[config.mk]
export PLATFORM = sky130hd
export DESIGN_NAME = mcpu_registerfile
export DESIGN_NICKNAME = d
export VERILOG_FILES = /design/src/rtl/mcpu_pkg.sv /design/src/rtl/mcpu_regfile_wbmux.sv /design/src/rtl/mcpu_registerfile.sv
export SDC_FILE = /design/constraint.sdc
export NUM_CORES = 1
export LEC_CHECK = 0
export CAP_MARGIN = 20
export CORE_MARGIN = 10
export CORE_UTILIZATION = 50
export CTS_BUF_LIST = sky130_fd_sc_hd__clkbuf_4 sky130_fd_sc_hd__clkbuf_8
export DETAILED_ROUTE_END_ITERATION = 8
export PLACE_DENSITY = 0.77
export SETUP_SLACK_MARGIN = 0.15
export SLEW_MARGIN = 5
export SYNTH_ARGS = -nofsm -noshare
export SYNTH_HDL_FRONTEND = slang
export SYNTH_SLANG_ARGS = --single-unit
[constraint.sdc]
create_clock -name clk -period 5.45 [get_ports clk]
set_clock_uncertainty 0.05 [all_clocks]
set_input_delay 1.09 -clock clk [delete_from_list [all_inputs] [get_ports clk]]
set_output_delay 1.09 -clock clk [all_outputs]
set_load 0.005 [all_outputs]
[src/rtl/mcpu_pkg.sv]
// Shared MCPU definitions: datapath sizes, register write-back commands and
// the opcodes decoded by the CPU control FSM.
package mcpu_pkg;

  localparam int unsigned WORD_SIZE    = 16;
  localparam int unsigned OPERAND_SIZE = 4;

  typedef enum logic [1:0] {
    NORMAL_EX      = 2'd0,
    LOAD_FROM_DATA = 2'd1,
    MOV_INTERNAL   = 2'd2,
    DO_NOTHING     = 2'd3
  } regsetcmd_e;

  typedef enum logic [3:0] {
    OpAnd  = 4'd0,
    OpOr   = 4'd1,
    OpXor  = 4'd2,
    OpNot  = 4'd3,
    OpAdd  = 4'd4,
    OpSub  = 4'd5,
    OpLoad = 4'd8,
    OpStor = 4'd9,
    OpMov  = 4'd10,
    OpLdc  = 4'd11,
    OpBnz  = 4'd12,
    OpNop  = 4'd15
  } opcode_e;

endpackage

[src/rtl/mcpu_regfile_wbmux.sv]
// Register-file write-back select: picks the write data and write enable
// from the write-back command.
module mcpu_regfile_wbmux
  import mcpu_pkg::*;
#(
  parameter int unsigned WORD_SIZE = mcpu_pkg::WORD_SIZE
) (
  input  logic [1:0]           regsetcmd,
  input  logic                 regsetwb,
  input  logic [WORD_SIZE-1:0] datatoload,
  input  logic [WORD_SIZE-1:0] mov_data,
  output logic                 wr_en,
  output logic [WORD_SIZE-1:0] wr_data
);

  always_comb begin
    wr_en   = 1'b0;
    wr_data = datatoload;
    unique case (regsetcmd_e'(regsetcmd))
      NORMAL_EX, LOAD_FROM_DATA: begin
        wr_en   = regsetwb;
        wr_data = datatoload;
      end
      MOV_INTERNAL: begin
        wr_en   = regsetwb;
        wr_data = mov_data;
      end
      DO_NOTHING: begin
        wr_en   = 1'b0;
        wr_data = datatoload;
      end
      default: begin
        wr_en   = 1'b0;
        wr_data = datatoload;
      end
    endcase
  end

endmodule

[src/rtl/mcpu_registerfile.sv]
// MCPU register file: flat array with three combinational read ports and a
// single synchronous write port; synchronous active-high reset clears it.
module mcpu_registerfile
  import mcpu_pkg::*;
#(
  parameter int unsigned WORD_SIZE    = mcpu_pkg::WORD_SIZE,
  parameter int unsigned OPERAND_SIZE = mcpu_pkg::OPERAND_SIZE
) (
  input  logic                    clk,
  input  logic                    reset,
  input  logic [OPERAND_SIZE-1:0] op1,
  input  logic [OPERAND_SIZE-1:0] op2,
  input  logic [OPERAND_SIZE-1:0] op3,
  input  logic [1:0]              regsetcmd,
  input  logic                    regsetwb,
  input  logic [WORD_SIZE-1:0]    datatoload,
  output logic [WORD_SIZE-1:0]    alu1,
  output logic [WORD_SIZE-1:0]    alu2,
  output logic [WORD_SIZE-1:0]    RegOp1
);

  localparam int unsigned NumRegs = 2 ** OPERAND_SIZE;

  logic [WORD_SIZE-1:0] regs_q [NumRegs];
  logic                 wr_en;
  logic [WORD_SIZE-1:0] wr_data;

  // No write-through: reads see the array only, so new data appears after the edge.
  assign alu1   = regs_q[op2];
  assign alu2   = regs_q[op3];
  assign RegOp1 = regs_q[op1];

  mcpu_regfile_wbmux #(
    .WORD_SIZE (WORD_SIZE)
  ) u_wbmux (
    .regsetcmd  (regsetcmd),
    .regsetwb   (regsetwb),
    .datatoload (datatoload),
    .mov_data   (alu1),
    .wr_en      (wr_en),
    .wr_data    (wr_data)
  );

  always_ff @(posedge clk) begin
    if (reset) begin
      for (int i = 0; i < NumRegs; i++) begin
        regs_q[i] <= '0;
      end
    end else if (wr_en) begin
      regs_q[op1] <= wr_data;
    end
  end

endmodule

# --- Yosys cells after proc, flatten, opt, wreduce, memory -nomap -nowiden ---
# Memory sizes are Yosys's and may differ from the RTL's.
# Cells that the tools add are included.
op_classes:
  eq_ne: 3
  n_mux: 10
  reduce_logical: 4
ops:
  columns: ["op", "n"]
  rows:
  - ["one-hot mux 16 bit (2 select lines)", 1]
  - ["two-way mux 16 bit", 1]
  - ["OR reduction 16 bit", 1]
  - ["two-way mux 1 bit", 6]
  - ["OR reduction 3 bit", 2]
  - ["equality test 2 bit (second input constant)", 2]
  - ["two-way mux 4 bit", 1]
  - ["equality test 2 x 1 -> 1 bit (second input constant)", 1]
  - ["logical NOT 2 bit", 1]
  - ["one-hot mux 1 bit (2 select lines)", 1]
totals:
  output_inout_bits: 48
  ramBits: 256
  mem_count: 1
  regBits: 0
  wordCells: 18
mem_list:
  columns: ["memory", "words", "width", "rd", "rd_clocked_by_memory_dff", "write_ports", "line_no", "rtl"]
  rows:
  - ["regs_q", 16, 16, 3, 0, 16, "mcpu_registerfile.sv:24", "logic [WORD_SIZE-1:0] regs_q [NumRegs];"]

# --- Longest topological paths before layout ---
logic_depth:
  ltp_word: 8
  mapped_depth: 10
  depth_no_buf: 5

# --- Modules after synthesis ---
# A second synthesis with hierarchy kept.
hier_totals:
  hier_cells: 1018
  area_unflattened_um2: 15568.7
modules_own_cells:
  columns: ["module", "cells_per_inst", "area_each_um2", "seq_area_each_um2", "n_inst"]
  rows:
  - ["mcpu_registerfile", 998, 15298.4, 7687.4, 1]
  - ["mcpu_regfile_wbmux", 20, 270.3, 0.0, 1]

# --- Worst setup path after synthesis ---
# OpenSTA, ideal clock, no wires.
synth_path:
  kind: "input port to output port"
  from: "in op3[0]"
  to: "out alu2[10]"
  path_slack_ns: 1.442
  stages: 4
  n_path_buf: 2
  arrival_ns: 2.868
  t_required_ns: 4.310
  cell_sequence: "buf_2 buf_1 mux4_2 mux4_2"
synth_via:
  elab_chain_len: 1
synth_lines:
  columns: ["element", "line_no", "rtl"]
  rows:
  - ["from (decl)", "mcpu_registerfile.sv:13", "input logic [OPERAND_SIZE-1:0] op3,"]
  - ["memory (16 x 16 bit)", null, null]
  - ["to (decl)", "mcpu_registerfile.sv:18", "output logic [WORD_SIZE-1:0] alu2,"]
# No other way between the ends.

# --- Worst setup path in the final report ---
layout_path:
  from: "in op1[0]"
  to: "out RegOp1[0]"
layout_via:
  elab_chain_len: 1
layout_lines:
  columns: ["element", "line_no", "rtl"]
  rows:
  - ["from (decl)", "mcpu_registerfile.sv:11", "input logic [OPERAND_SIZE-1:0] op1,"]
  - ["memory (16 x 16 bit)", null, null]
  - ["to (decl)", "mcpu_registerfile.sv:19", "output logic [WORD_SIZE-1:0] RegOp1"]
# No other way between the ends.

==> out/qor.csv <==
stage,metric,value,unit
synth,largest area contributor in the netlist,edfxtp_1,
cells_and_area,layout cells sized above 1,32.8,%
placement,final RePlAce weighted congestion,0.957,
floorplanning,initial core utilization,50.8,%
global_route,first-pass GRT wire length,75400,um
synth,post-synth cell types,41,
floorplanning,core area,30600,sq um
detailed_routing,final wirelength,51400,um
synth,top-area cell type share of the netlist area,49.5,%
cells_and_area,Largest Register,regs_q,
sta,worst setup margin,0.694,ns
floorplanning,DIE AREA,38500,sq um
cells_and_area,"commonest non-fill, non-tap cell in the layout",edfxtp_1,
cells_and_area,post-layout net count,1167,
sta,RSZ-0062 raised after global routing,false,
worst_setup_path,CP max FO,38,
sta,setup violators final,0,
cells_and_area,fin util,58.0,%
placement,post-DP HPWL,34000,um
synth,Post-synth EDFFs,256,
sta,Tmin final,4.76,ns
synth,Post-Syn Nets,1072,
clock_tree,# H-tree levels,2,
synth,sequential element share of the synthesized area,49.5,%
sta,setup total negative slack,0,ns
cells_and_area,Filler cells,2331,
detailed_routing,Starting DRT DRC Count,1651,
power,Max VDD drop,150,uV
global_route,GRT Total Usage,26.3,%
detailed_routing,wire length per cell,33.0,um
floorplanning,chip width,196,um
power,Cell Pwr Density,273,nW/um^2
clock_tree,# resized after CTS,0,
clock_tree,clock latency on the worst-skew pair,0.57,ns
floorplanning,I/O Pins,81,
worst_setup_path,WP data required,4.31,ns
clock_tree,clock buffer depth,3,
synth,Most used DFF post-synth,edfxtp_1,
placement,post-place setup slack,0.683,ns
synth,"FFs w/ async S/R, synth",0,%
synth,Yosys reg bits,256,
detailed_routing,Vias,11300,
detailed_routing,Pre-Repair DR Iteration Count,6,
sta,Worst-Margin Slew,1.10,ns
worst_setup_path,Worst EP arrival,3.62,ns
power,total power,4.85,mW
power,Leak,6.25,nW
sta,fin crit share,87.3,%
sta,Relative slew margins,26.2,%
clock_tree,CTS tree,built,
clock_tree,Worst-path clk slew,0.06,ns
synth,post-synthesis cell count,1039,
placement,Post-Place Cells,1484,
worst_setup_path,Setup Crit Path Kind,primary input to output pin,
sta,Max Clk Rate,0.210,GHz
synth,warnings from Yosys,0,
clock_tree,post-CTS setup buffer count,0,
global_route,pin count of the biggest net entering global routing,65,
run,Max Cap Violations,0,
placement,count of input and output buffers,80,
worst_setup_path,Worst setup SP type,primary input,
cells_and_area,Largest register FFs,256,
cells_and_area,synth-to-layout area growth,14.3,%
sta,Max Slew Vio Count,0,
detailed_routing,"antenna viol nets, final",0,
clock_tree,root buffer cell,clkbuf_8,
synth,Synth Cell Area,15500,sq um
clock_tree,TritonCTS buffer count,42,
global_route,initial antenna violation count,1,
synth,syn avg cell area,14.9,sq um
cells_and_area,biggest registers after layout,regs_q x256,
floorplanning,Die Height,196,um
clock_tree,Num Clock Sinks,256,
cells_and_area,most frequent cells in the layout,"edfxtp_1 (256), nor2_1 (211), mux4_2 (197), buf_4 (75), clkdlybuf4s50_1 (72)",
cells_and_area,final non-filler cell total,1560,
clock_tree,hold_buf cts,0,
sta,Hold Fails Final Rpt,0,
detailed_routing,Via density,7.23,
synth,Synth area leaders,"edfxtp_1 (49%), mux4_2 (29%), nor2_1 (5.1%), mux2i_1 (3.4%), nor3_1 (1.9%)",
worst_setup_path,Worst setup EP type,output pin,
floorplanning,Row Count,64,
global_route,number of global-route vias before repair,11500,
run_status,status,"complete, no violations",
global_route,GRT overflow,0,
hold_path,worst hold path type,flip-flop to flip-flop,
detailed_routing,Remaining DRCs,0,
## synthesized netlist by cell type, types with 8 or more instances
master and count:
mux4_2 197, a22o_1 8, mux2_2 14, nor3_1 60
a222oi_1 8, a221oi_1 8, clkbuf_1 54, buf_6 8
buf_2 28, nand3_1 8, nand2_1 11, mux2i_1 52
nand2b_1 27, nor2_1 211, buf_4 11, edfxtp_1 256
a21oi_1 8
## worst max-delay path, cell delays in order
cell	delay, ns
buf_4	0.63
buf_4	0.34
mux4_2	0.52
mux4_2	0.50
clkdlybuf4s50_1	0.47
## layer usage
layer / global-route usage (%) / routed length (um) / share of wire [%]
met1: 30.8 / 16200 / 31
met2: 43.7 / 25300 / 49
met3: 5.95 / 6540 / 13
met4: 15.7 / 3380 / 6.6
met5: 0 / 0 / 0
## final timing paths
check	start	to	slack [ns]	cells past startpoint
setup / recovery	op1[0]	RegOp1[0]	0.69	5
hold / removal	regs_q[14][0]	regs_q[9][0]	1.03	4
setup reg to reg	regs_q[2][11]	regs_q[2][11]	2.87	5
hold reg to reg	regs_q[14][0]	regs_q[9][0]	1.03	4
## cell families (layout without fill, tap and decap cells)
kind of cell,Yosys count,in the layout,synth area share [%]
simple gates,344,344,9.78
flops,256,256,49.5
mux,264,264,33.1
other cells,0,1,0
buf+inv,111,235,3.67
compound gates,64,64,3.96
## final cells by class
type / instances / area [sq um] / area share [%]
Clock inverter: 19 / 136 / 0.768
Timing Repair Buffer: 160 / 1470 / 8.28
Inverter: 2 / 7.51 / 0.0423
Sequential cell: 256 / 7690 / 43.3
Clock buffer: 54 / 674 / 3.80
Tap cell: 396 / 495 / 2.79
Multi-Input combinational cell: 672 / 7280 / 41.0
Antenna cell: 1 / 2.50 / 0.0141
## stage by stage
step	hold WS (ns)	instance area, sq um
after global placement	0.986	16900
after global routing	1.12	17800
after floorplan	0.905	15500
after detailed placement	0.997	16900
after CTS	1.01	17700
final	1.03	17800
## power by group
part	internal [mW]	total [mW]	switching (mW)
sequential	2.25	2.31	0.0657
clock	0.902	1.68	0.779
combinational	0.417	0.857	0.440
total	3.56	4.85	1.28
Note: power is estimated with default switching activity, not from simulation.
